`config.mk`:
```
export PLATFORM = sky130hd
export DESIGN_NAME = mem_stage
export DESIGN_NICKNAME = d
export VERILOG_FILES = /design/src/rtl/mem_stage_pkg.sv /design/src/rtl/mem_bypass_buf.sv /design/src/rtl/mem_stage.sv
export SDC_FILE = /design/constraint.sdc
export NUM_CORES = 1
export LEC_CHECK = 0
export ABC_AREA = 1
export BUFFER_PORTS_ARGS = -buffer_cell sky130_fd_sc_hd__buf_2
export CORE_MARGIN = 2
export CORE_UTILIZATION = 50
export CTS_CLUSTER_SIZE = 14
export DETAILED_ROUTE_END_ITERATION = 16
export PLACE_DENSITY = 0.88
export REMOVE_ABC_BUFFERS = 1
export SLEW_MARGIN = 20
export SYNTH_ARGS = -nofsm -noshare
export SYNTH_HDL_FRONTEND = slang
export SYNTH_HIERARCHICAL = 1
export SYNTH_SLANG_ARGS = --single-unit
```
`constraint.sdc`:
```
create_clock -name clk -period 2.65 [get_ports clk]
set_input_delay 0.265 -clock clk [delete_from_list [all_inputs] [get_ports clk]]
set_output_delay 0.265 -clock clk [all_outputs]
set_load 0.01 [all_outputs]
```
`src/rtl/mem_stage_pkg.sv`:
```
// Shared types for the memory-access stage: FSM state encoding, default widths
// and the MEM/WB field bundle.
package mem_stage_pkg;

   localparam int DATA_W_DEF = 32;
   localparam int ADDR_W_DEF = 32;
   localparam int RD_W_DEF   = 3;

   typedef enum logic {
      ST_IDLE = 1'b0,
      ST_WAIT = 1'b1
   } mem_state_e;

   typedef struct packed {
      logic                  regwrite;
      logic                  memtoreg;
      logic [DATA_W_DEF-1:0] rdata;
      logic [DATA_W_DEF-1:0] out;
      logic [RD_W_DEF-1:0]   rd;
   } mem_wb_t;

   function automatic logic is_mem_op(input logic memread, input logic memwrite);
      return memread | memwrite;
   endfunction

endpackage

```
`src/rtl/mem_bypass_buf.sv`:
```
// One-entry store buffer with address-hit compare, used when MEM_BYPASS_EN is defined.
module mem_bypass_buf #(
   parameter int DATA_W = 32,
   parameter int ADDR_W = 32
) (
   input  logic              clk,
   input  logic              rst,
   input  logic              wr_en,
   input  logic [ADDR_W-1:0] wr_addr,
   input  logic [DATA_W-1:0] wr_data,
   input  logic [ADDR_W-1:0] rd_addr,
   output logic              hit,
   output logic [DATA_W-1:0] rd_data
);

   logic              valid_q;
   logic [ADDR_W-1:0] addr_q;
   logic [DATA_W-1:0] data_q;

   always_ff @(posedge clk) begin
      if (rst) begin
         valid_q <= 1'b0;
         addr_q  <= '0;
         data_q  <= '0;
      end else if (wr_en) begin
         valid_q <= 1'b1;
         addr_q  <= wr_addr;
         data_q  <= wr_data;
      end
   end

   assign hit     = valid_q && (addr_q == rd_addr);
   assign rd_data = data_q;

endmodule

```
`src/rtl/mem_stage.sv`:
```
// Memory-access pipeline stage: runs loads/stores over a req/ack port, stalls
// upstream while waiting, registers MEM/WB fields. Optional feature: MEM_BYPASS_EN.
module mem_stage
   import mem_stage_pkg::*;
#(
   parameter int DATA_W = DATA_W_DEF,
   parameter int ADDR_W = ADDR_W_DEF,
   parameter int RD_W   = RD_W_DEF
) (
   input  logic              clk,
   input  logic              rst,
   input  logic              MEM_regwrite,
   input  logic              MEM_memtoreg,
   input  logic              MEM_memread,
   input  logic              MEM_memwrite,
   input  logic [DATA_W-1:0] MEM_out,
   input  logic [DATA_W-1:0] MEM_wdata,
   input  logic [RD_W-1:0]   MEM_rd,
   output logic              mem_stall,
   output logic              dmem_req,
   output logic              dmem_we,
   output logic [ADDR_W-1:0] dmem_addr,
   output logic [DATA_W-1:0] dmem_wdata,
   input  logic [DATA_W-1:0] dmem_rdata,
   input  logic              dmem_ack,
   output logic              WB_regwrite,
   output logic              WB_memtoreg,
   output logic [DATA_W-1:0] WB_rdata,
   output logic [DATA_W-1:0] WB_out,
   output logic [RD_W-1:0]   WB_rd,
   output mem_state_e        dbg_state
);

   // Memory handshake: dmem_req is high for the whole WAIT state and the
   // dmem_we/addr/wdata copies stay constant until the cycle dmem_ack pulses;
   // that ack cycle is the only cycle in which dmem_rdata is consumed.

   typedef struct packed {
      logic              regwrite;
      logic              memtoreg;
      logic [DATA_W-1:0] rdata;
      logic [DATA_W-1:0] out;
      logic [RD_W-1:0]   rd;
   } wb_fields_t;

   mem_state_e        state;
   wb_fields_t        wb_q;
   logic              mem_op;
   logic              start;
   logic              bp_hit;
   logic [DATA_W-1:0] bp_data;

   assign mem_op = is_mem_op(MEM_memread, MEM_memwrite);

`ifdef MEM_BYPASS_EN
   logic buf_hit;
   logic buf_wr;

   assign buf_wr = (state == ST_WAIT) && dmem_ack && dmem_we;

   mem_bypass_buf #(
      .DATA_W (DATA_W),
      .ADDR_W (ADDR_W)
   ) u_bypass_buf (
      .clk     (clk),
      .rst     (rst),
      .wr_en   (buf_wr),
      .wr_addr (dmem_addr),
      .wr_data (dmem_wdata),
      .rd_addr (MEM_out[ADDR_W-1:0]),
      .hit     (buf_hit),
      .rd_data (bp_data)
   );

   // A load with write also set is a store, so it never takes the bypass.
   assign bp_hit = MEM_memread & ~MEM_memwrite & buf_hit;
`else
   assign bp_hit  = 1'b0;
   assign bp_data = '0;
`endif

   assign start    = (state == ST_IDLE) && mem_op && !bp_hit;
   assign dmem_req = (state == ST_WAIT);

   always_comb begin
      mem_stall = 1'b0;
      if (!rst) begin
         case (state)
            ST_IDLE: mem_stall = start;
            ST_WAIT: mem_stall = ~dmem_ack;
            default: mem_stall = 1'b0;
         endcase
      end
   end

   always_ff @(posedge clk) begin
      if (rst) begin
         state      <= ST_IDLE;
         dmem_we    <= 1'b0;
         dmem_addr  <= '0;
         dmem_wdata <= '0;
         wb_q       <= '0;
      end else begin
         case (state)
            ST_IDLE: begin
               if (start) begin
                  dmem_we       <= MEM_memwrite;
                  dmem_addr     <= MEM_out[ADDR_W-1:0];
                  dmem_wdata    <= MEM_wdata;
                  wb_q.regwrite <= 1'b0;
                  wb_q.memtoreg <= 1'b0;
                  state         <= ST_WAIT;
               end else begin
                  wb_q.regwrite <= MEM_regwrite;
                  wb_q.memtoreg <= MEM_memtoreg;
                  wb_q.out      <= MEM_out;
                  wb_q.rd       <= MEM_rd;
                  if (bp_hit) begin
                     wb_q.rdata <= bp_data;
                  end
               end
            end
            ST_WAIT: begin
               if (dmem_ack) begin
                  // EX/MEM fields are still held upstream, so they are used directly.
                  wb_q.regwrite <= MEM_regwrite;
                  wb_q.memtoreg <= MEM_memtoreg;
                  wb_q.out      <= MEM_out;
                  wb_q.rd       <= MEM_rd;
                  if (!dmem_we) begin
                     wb_q.rdata <= dmem_rdata;
                  end
                  state <= ST_IDLE;
               end else begin
                  wb_q.regwrite <= 1'b0;
                  wb_q.memtoreg <= 1'b0;
               end
            end
            default: state <= ST_IDLE;
         endcase
      end
   end

   assign WB_regwrite = wb_q.regwrite;
   assign WB_memtoreg = wb_q.memtoreg;
   assign WB_rdata    = wb_q.rdata;
   assign WB_out      = wb_q.out;
   assign WB_rd       = wb_q.rd;
   assign dbg_state   = state;

endmodule
```
---- After elaboration in Yosys (flattened, before gate mapping) ----
Index checks and enable logic that the tools add are counted.
Widths: inputs -> output; s select.
word-level totals
  bits in registers ....................... 135
  word-level logic and storage cells ...... 30
  output and inout bits ................... 137
cells by class
  bitwise logic cells ..................... 3
  reductions and logical operators ........ 4
  equality and inequality tests ........... 3
  multiplexer cells ....................... 11
operator list
  kind                number
  $pmux 69 s2         1
  $mux 67             1
  $mux 35             1
  $mux 32             1
  $ne 2x2->1 const B  3
  $mux 2              2
  $pmux 1 s2          2
  $reduce_and 2->1    2
  $mux 1              3
  $reduce_and 3->1    1
  $not 1->1           2
  $logic_and 1x1->1   1
  $or 1x1->1          1

---- Longest topological paths before layout ----
Gate-level depths: netlist (run 1).
  depth in word-level cells ............... 4
  mapped depth ............................ 8

---- Worst setup path before layout (run 1) ----
No wires, ideal clock.
  path type ............................... reg-to-output
  from .................................... register state (netlist: dbg_state)
  to ...................................... output mem_stall
  slack ................................... 1.307 ns
  buffers on the path ..................... 2
  arrival ................................. 1.078 ns
  stages on the path, launching flop included .. 7
  path through ............................ dfxtp_1 buf_4 inv_2 nand2_4 nand2_2 buf_2 nor2_1
on the way
  longest elaborated chain between the ends .. 4
RTL lines
  element                     RTL line          text
  start: declaration          mem_stage.sv:46   mem_state_e state;
  start signal: assignment    mem_stage.sv:98   state <= ST_IDLE;
  start signal: assignment    mem_stage.sv:112  state <= ST_WAIT;
  start signal: assignment    mem_stage.sv:133  state <= ST_IDLE;
  $not 1->1 (no source line)  n/a
  $logic_and 1x1->1           mem_stage.sv:82   assign start = (state == ST_IDLE) && mem_op && !bp_hit;
  $pmux 1 s2 *                mem_stage.sv:88   case (state)
  $mux 1 *                    mem_stage.sv:87   if (!rst) begin
  end: declaration            mem_stage.sv:19   output logic mem_stall,
Every way passes the cells marked *; elsewhere a longest branch is shown, timed or not.

---- Worst setup path after layout (run 1) ----
Same ends and word-level chain as after synthesis.

==> flow_summary.toml, run 1 <==
[drt]
wire_per_inst_um = 13.4
firstDrtPassIters = 5
vias = 5537
drtIter0Drc = 485
vias_per_cell = 4.90
postRouteAntennaNets = 0
wl_um = 15100
drc = 0

[flow_run]
drv_cap = 0

[clocking]
clockBufferDepth = 2
postCtsSetupBuffers = 0
cts_buffers = 17
clkTransAtPathRegs_ps = 60
cts_resized = 0
holdBufCountCts = 31
cts_tree = "done"
clockRootBuffer = "clkbuf_8"
cts_max_level = 4
clock_latency_ps = 510
cts.sinks = 135

[logic_synthesis]
ys_ff_latch = 135
yosys.area.top_type = "dfxtp_1"
synth.top_cell.area_share_pct = 50.7
synth_cell_type_count = 18
synthCells = 733
synth.avg_cell_area_um2 = 7.28
synth_area_um2 = 5330
seq_area_frac_synth_pct = 50.7
ys.warnings.count = 6
synth_area_leaders = "dfxtp_1, nand2_1, nor2_1, nand4_1, inv_1"

[floorplanning]
io_pins = 243
die_height_um = 107
coreArea_um2 = 10300
start_util_pct = 51.7
die-area_um2 = 11500
die_w_um = 107
rows = 37

[grt]
grt_max_degree = 130
grt_pass1_wl_um = 24000
track_usage_pct = 26.0
grt_pass1_vias = 5163
antenna_found_initial = 0
grt-ovfl-total = 0

[power_and_ir_drop]
powerDensity_nw_per_um2 = 720
power_leakage_nw = 4.05
ir_worst_vdd_v = 0.000557

[timing]
worst_slew_pin_slew_ps = 592
finalClockSkew_ps = 9.02
finalHoldViolCount = 0
drv_slew = 0
fin_crit_sh_pct = 86.2
max_slew_margin_pct = 60.5
fmax_mhz = 438
hold_ws_ps = 22.8
setup_tns_ps = 0
period_needed_ps = 2280
rsz0062_at_grt = "no"
setup_violations = 0

[layout]
seqCellArea_um2 = 2700
diodes = 0
syn_to_final_growth_pct = 38.7
fillers = 801
nets = 1086
drive_gt1_share_pct = 29.3
multiInputGateArea_um2 = 2060
design_area_um2 = 7400

[hold_path]
worstHoldPathType = "input port to flop"

[critical_path]
path_class = "flop to output port"
cp-start-kind = "flop"
endpoint_kind = "output port"
path_max_fanout = 38
required_ps = 2380
cp_data_arrival_time_ps = 2020
reg2reg_setup_slack_ps = 960

[placement]
post-dp-hpwl_um = 9520
placed_area_um2 = 6520
place.gp.congestion = 0.805
numPortBuffers = 242

[outcome]
status = "completed"
-- worst max-delay path, stage by stage (launching register included) --
cell,delay (ps)
dfxtp_1,340
buf_4,370
nand2_2,100
nand2_2,80
buf_4,370
nor2_1,70
buf_2,150
-- metrics by stage --
step,utilization (%),power (W),setup slack (ps),cells
final,71.6,0.00532,366,1129
after CTS,71.6,0.00535,359,1129
after detailed placement,63.1,0.00307,840,1066
after global placement,63.1,0.00305,853,1066
after global routing,71.6,0.00555,247,1129
after floorplan,-,0.00271,-943,676
-- final cells by class --
class | count | share of cell area (%)
repair buffers | 285 | 22.1
well taps | 136 | 2.30
flip-flops and latches | 135 | 36.5
clock buffers | 19 | 5.70
inverters | 69 | 3.54
multi-input cells | 472 | 27.8
clock inverters | 13 | 2.00
-- path summary, 6_finish.rpt --
kind / startpoint / cells past startpoint / endpoint
worst min-delay path: MEM_out[20] / 3 / WB_out[20]
worst max register to register: dbg_state / 6 / dmem_addr[11]
worst max-delay path: dbg_state / 6 / mem_stall
worst min register to register: WB_rdata[17] / 2 / WB_rdata[17]
-- flip-flops by register name (all words and copies together), names as in the netlist --
signal       cells
dmem_we          1
WB_rd            3
WB_rdata        32
dmem_wdata      32
WB_regwrite      1
dbg_state        1
dmem_addr       32
WB_memtoreg      1
WB_out          32
-- metal layers --
layer	vias to the layer above	track usage, %	routed length (µm)
li1	2801	-	-
met1	2460	30.0	5990
met2	250	45.1	7510
met3	26	8.05	1310
met4	0	9.74	295
met5	-	0	0
-- power by group --
part / internal, W / switching, W / total, W
Combinational: 0.000325 / 0.000489 / 0.000814
Clock: 0.00135 / 0.000900 / 0.00225
Sequential: 0.00219 / 0.0000765 / 0.00226
-- Yosys cell counts, drive strengths merged --
library cell and count:
a21oi 32, buf 41, clkbuf 16, dfxtp 135
inv 69, nand2 200, nand3 36, nand3b 1
nand4 67, nor2 136
-- logic make-up (layout without fill, tap and decap cells) --
group | Yosys count | after routing | synth area share, %
DFF | 135 | 135 | 50.7
AOI/OAI and AO/OA | 32 | 32 | 3.00
buffers and inverters | 126 | 386 | 10.9
and+or+nand+nor | 440 | 440 | 35.4
-- cells in the final DEF, fill, tap and decap left out, drive strengths merged --
cell type and instances:
dlygate4sd3 31, nand2 200, buf 254, dfxtp 135, nand4 67, clkinv 1
nand3 36, bufinv 2, a21oi 32, clkbuf 19, clkinvlp 7, nor2 136
nand3b 1, inv 72
No activity file was read; power rests on OpenSTA's default activity.
==> inputs of run 2 (changes only) <==
--- a/config.mk
+++ b/config.mk
@@ -7,7 +7,6 @@
 export LEC_CHECK = 0
 export ABC_AREA = 1
 export BUFFER_PORTS_ARGS = -buffer_cell sky130_fd_sc_hd__buf_2
-export CORE_MARGIN = 2
 export CORE_UTILIZATION = 50
 export CTS_CLUSTER_SIZE = 14
 export DETAILED_ROUTE_END_ITERATION = 16
==> run 2 against run 1 <==
  * Fmax shrank 2.0%
  * Global-route usage up 0.53 points
  * Die area down 3.7%
  * Final area fell by 0.51%
  * Register-to-register slack lost 180 ps
  * Clock skew up 3.8 ps
  * Critical path depth decreased by 1
  * Setup slack got worse by 47 ps
  * Non-clock buffer count fell by 5
  * Final cell count decreased by 0.53%
  * Critical endpoint unchanged
  * Largest cell class unchanged
  * Largest power group unchanged
==> flow_summary.toml, run 2 (synthesis results as in run 1) <==
[placement]
dpl.cell_count = 1065
numPortBuffers = 242
pre_cts_slack_ps = 813
post-dp-hpwl_um = 9490
place.gp.congestion = 0.780

[layout]
drive_gt1_share_pct = 29.5
final_cell_mix = "buf_2, nand2_1, dfxtp_1"
nets = 1081
layout_commonest_cell = "buf_2"
finalNonFillerCells = 1123
syn_to_final_growth_pct = 38.0
diodes = 0

[critical_path]
path_class = "flop to output port"
crit_path_start = "dbg_state"
endpoint_kind = "output port"
worstRegToRegCells = 6
path_max_fanout = 36
worstReg2RegEnd = "WB_out[25]"
cp-start-kind = "flop"
cp-endpoint = "mem_stall"
reg2reg_setup_slack_ps = 780
crit-reg2reg-launch = "dbg_state"
cp_data_arrival_time_ps = 2070
required_ps = 2380

[clocking]
postCtsSetupBuffers = 0
clockRootBuffer = "clkbuf_8"
cts.sinks = 135
clkTransAtPathRegs_ps = 60
cts_max_level = 4
clockBufferDepth = 2
clock_latency_ps = 490
cts_tree = "done"
cts_buffers = 17

[grt]
grt-ovfl-total = 0
grt_pass1_wl_um = 23700
use_met1_pct = 29.9
track_usage_pct = 26.5
grt_pass1_vias = 5133
gr-usage-met2_pct = 46.9
grt-busiest-layer = "met2"
grt_util_met3_pct = 7.42
grt_max_degree = 92
antenna_found_initial = 0

[floorplanning]
start_util_pct = 51.7
die_height_um = 105
coreArea_um2 = 10300
die_w_um = 105
io_pins = 243
die-area_um2 = 11100
rows = 37

[drt]
drtIter0Drc = 366
drc = 0
vias_per_cell = 4.94
firstDrtPassIters = 5
wire_per_inst_um = 13.3
wl_um = 14900
postRouteAntennaNets = 0
vias = 5552

[timing]
layout_setup_ws_ps = 318
drv_slew = 0
fmax_mhz = 429
worst_slew_pin_slew_ps = 558
max_slew_margin_pct = 62.7
fin_crit_sh_pct = 88.0
finalHoldViolCount = 0
finalClockSkew_ps = 12.8
setup_violations = 0
rsz0062_at_grt = "no"
period_needed_ps = 2330

[power_and_ir_drop]
powerDensity_nw_per_um2 = 725
internal-power_w = 0.00391
totalPowerFinal_w = 0.00533
switchingPower_w = 0.00142
pwr-share-seq_pct = 42.4
p_clk_share_pct = 42.4
power_frac_comb_pct = 15.1
power_leakage_nw = 4.06
ir_worst_vdd_v = 0.000400
swShare_pct = 26.6

[flow_run]
drv_cap = 0

[outcome]
status = "completed"

[hold_path]
worstHoldPathType = "input port to flop"
run 2: changes by cell type in the layout (fill, tap and decap cells not counted), sizes merged:
| cell | delta |
|---|---|
| inv | -2 |
| clkinv | +4 |
| dlygate4sd3 | -4 |
| clkinvlp | -4 |
| buf | -1 |
| clkbuf | +1 |
run 2: final cells by class:
type	count	area, µm²
sequential	135	2700
inverter	69	262
timing repair buffer	280	1590
tap	136	170
clock buffer	20	455
fill	852	2970
multi-input combinational	472	2060
clock inverter	11	124
run 2: worst min-delay path by stage:
| stage | startpoint | end | slack [ps] | depth (start not counted) |
|---|---|---|---|---|
| global route | MEM_out[0] | WB_out[0] | 10 | 3 |
| global placement | WB_rdata[29] | WB_rdata[29] | 450 | 2 |
| finish | MEM_out[17] | WB_out[17] | 20 | 3 |
| detailed placement | WB_rdata[29] | WB_rdata[29] | 450 | 2 |
| CTS | MEM_out[17] | WB_out[17] | 3 | 3 |
| floorplan | rst | WB_rdata[0] | 330 | 1 |
run 2: layer usage:
metal	wire, µm	vias up
li1	-	2792
met1	5830	2472
met2	7520	249
met3	1170	39
met4	409	0
met5	0	-
run 2: critical path, cell delays in order (launching register included):
cell	delay [ps]
dfxtp_1	460
inv_2	80
nand2_4	340
nand2_2	370
nor2_1	180
buf_2	150
run 2: through the flow:
step / instance area [µm²] / util [%] / hold WS [ps] / TNS, ps
2_1_floorplan: 5010 / - / 334 / -61160
3_3_place_gp: 6510 / 63.0 / 446 / 0
3_5_place_dp: 6510 / 63.0 / 449 / 0
4_1_cts: 7360 / 71.3 / 3.26 / 0
5_1_grt: 7360 / 71.3 / 14.6 / 0
6_report: 7360 / 71.3 / 18.5 / 0
run 2: timing repair:
item	4_1_cts	5_1_grt
gates resized for setup	0	0
hold buffers	27	0
hold endpoints to repair	27	0
run 2: power groups by stage:
stage          clock [W]  sequential (W)  combinational [W]
2_1_floorplan          0         0.00238           0.000330
3_3_place_gp           0         0.00230           0.000750
3_5_place_dp           0         0.00230           0.000765
4_1_cts          0.00230         0.00226           0.000801
5_1_grt          0.00240         0.00228           0.000891
6_report         0.00226         0.00226           0.000806
==> inputs of run 3 (changes only) <==
--- a/config.mk
+++ b/config.mk
@@ -11,7 +11,6 @@
 export CTS_CLUSTER_SIZE = 14
 export DETAILED_ROUTE_END_ITERATION = 16
 export PLACE_DENSITY = 0.88
-export REMOVE_ABC_BUFFERS = 1
 export SLEW_MARGIN = 20
 export SYNTH_ARGS = -nofsm -noshare
 export SYNTH_HDL_FRONTEND = slang
==> run 3 against run 2 <==
  * Final cell count stayed put
  * Register-to-register slack better by 20 ps
  * Clock power increased by 6%
  * Setup slack gained 46 ps
==> flow_summary.toml, run 3 (synthesis results as in run 1) <==
[critical_path]
endpoint_kind = "output port"
cp-start-kind = "flop"
worstRegToRegCells = 7
crit-reg2reg-launch = "dbg_state"
path_class = "flop to output port"
cp_data_arrival_time_ps = 2020
reg2reg_setup_slack_ps = 800
path_max_fanout = 36
required_ps = 2380
worstReg2RegEnd = "WB_out[18]"

[power_and_ir_drop]
p_clk_share_pct = 43.9
powerDensity_nw_per_um2 = 738
pwr-share-seq_pct = 41.4
power_frac_comb_pct = 14.7
switchingPower_w = 0.00141
power_leakage_nw = 4.07
internal-power_w = 0.00405
swShare_pct = 25.8
ir_worst_vdd_v = 0.000453

[timing]
worst_slew_pin_slew_ps = 443
fmax_mhz = 437
max_slew_margin_pct = 70.4
period_needed_ps = 2290
drv_slew = 0
setup_tns_ps = 0
finalClockSkew_ps = 13.4
fin_crit_sh_pct = 86.3
setup_violations = 0
rsz0062_at_grt = "no"
finalHoldViolCount = 0

[clocking]
cts.sinks = 135
cts_max_level = 4
clockBufferDepth = 2
cts_buffers = 17
cts_tree = "done"
clkTransAtPathRegs_ps = 60
clockRootBuffer = "clkbuf_8"
clock_latency_ps = 500
cts_resized = 0

[layout]
nets = 1082
layout_commonest_cell = "buf_2"
drive_gt1_share_pct = 29.5
diodes = 0
syn_to_final_growth_pct = 38.6
final_cell_mix = "buf_2, nand2_1, dfxtp_1"
final_util_pct = 71.6

[drt]
vias_per_cell = 4.89
vias = 5489
drtIter0Drc = 377
firstDrtPassIters = 5
wl_um = 14200
drc = 0
postRouteAntennaNets = 0
wire_per_inst_um = 12.7

[grt]
grt_pass1_vias = 5027
grt_pass1_wl_um = 23100
grt_max_degree = 80
track_usage_pct = 25.7
antenna_found_initial = 0
grt-ovfl-total = 0

[floorplanning]
io_pins = 243
die_height_um = 105
die-area_um2 = 11100
start_util_pct = 51.7
coreArea_um2 = 10300
rows = 37
die_w_um = 105

[placement]
post-dp-hpwl_um = 9480
numPortBuffers = 242
place.gp.congestion = 0.802

[hold_path]
hp-start = "MEM_out[8]"
min_path_cells = 3
worstHoldPathType = "input port to flop"
min_to = "WB_out[8]"

[flow_run]
drv_cap = 0

[logic_synthesis]
syn_nets = 839

[outcome]
status = "completed"
## run 3: per-stage QoR
stage	power, W	hold slack, ps	cell area, µm²	worst slack, ps	std cells
final	0.00546	15.3	7390	364	1123
after CTS	0.00549	1.68	7380	336	1122
after global routing	0.00570	11.7	7390	157	1123
after floorplan	0.00277	377	5330	1310	733
after global placement	0.00305	446	6520	909	1066
after detailed placement	0.00307	450	6520	835	1066
## run 3: routing by layer
| layer | vias up | GRT usage, % | share of wire (%) |
|---|---|---|---|
| met3 | 31 | 7.11 | 6.5 |
| met2 | 196 | 44.0 | 50 |
| li1 | 2793 | - | - |
| met5 | - | 0 | 0 |
| met1 | 2469 | 30.5 | 41 |
| met4 | 0 | 9.96 | 2.1 |
## run 3: worst max path at each step
stage / startpoint / endpoint / depth (start not counted)
2_1_floorplan: dbg_state / mem_stall / 6
3_3_place_gp: dbg_state / WB_out[19] / 7
3_5_place_dp: dbg_state / WB_out[18] / 7
4_1_cts: dbg_state / mem_stall / 6
5_1_grt: dbg_state / mem_stall / 6
6_report: dbg_state / mem_stall / 6
## run 3: power by group through the flow
stage                     sequential [W]  combinational, W  clock (W)
final                            0.00226          0.000801    0.00240
after global routing             0.00227          0.000893    0.00254
after CTS                        0.00226          0.000801    0.00243
after detailed placement         0.00230          0.000767          0
after global placement           0.00229          0.000753          0
after floorplan                  0.00237          0.000394          0
## run 3: critical path, cell delays in order, from the launching register on
cell and delay, ps:
dfxtp_1 310, buf_4 200, inv_2 70, nand2_4 310, nand2_2 310, nor2_1 150
buf_2 150
## run 3: layout make-up
class                      instances  area (µm²)
inverter                          69         262
timing repair buffer             281        1600
multi-input combinational        472        2060
fill                             821        2930
sequential                       135        2700
tap                              136         170
clock buffer                      18         428
clock inverter                    12         179
## run 3: repair_timing
| action | 4_1_cts | 5_1_grt |
|---|---|---|
| hold buffers | 26 | 1 |
| hold endpoints to repair | 26 | 1 |
| buffers inserted | 0 | 0 |
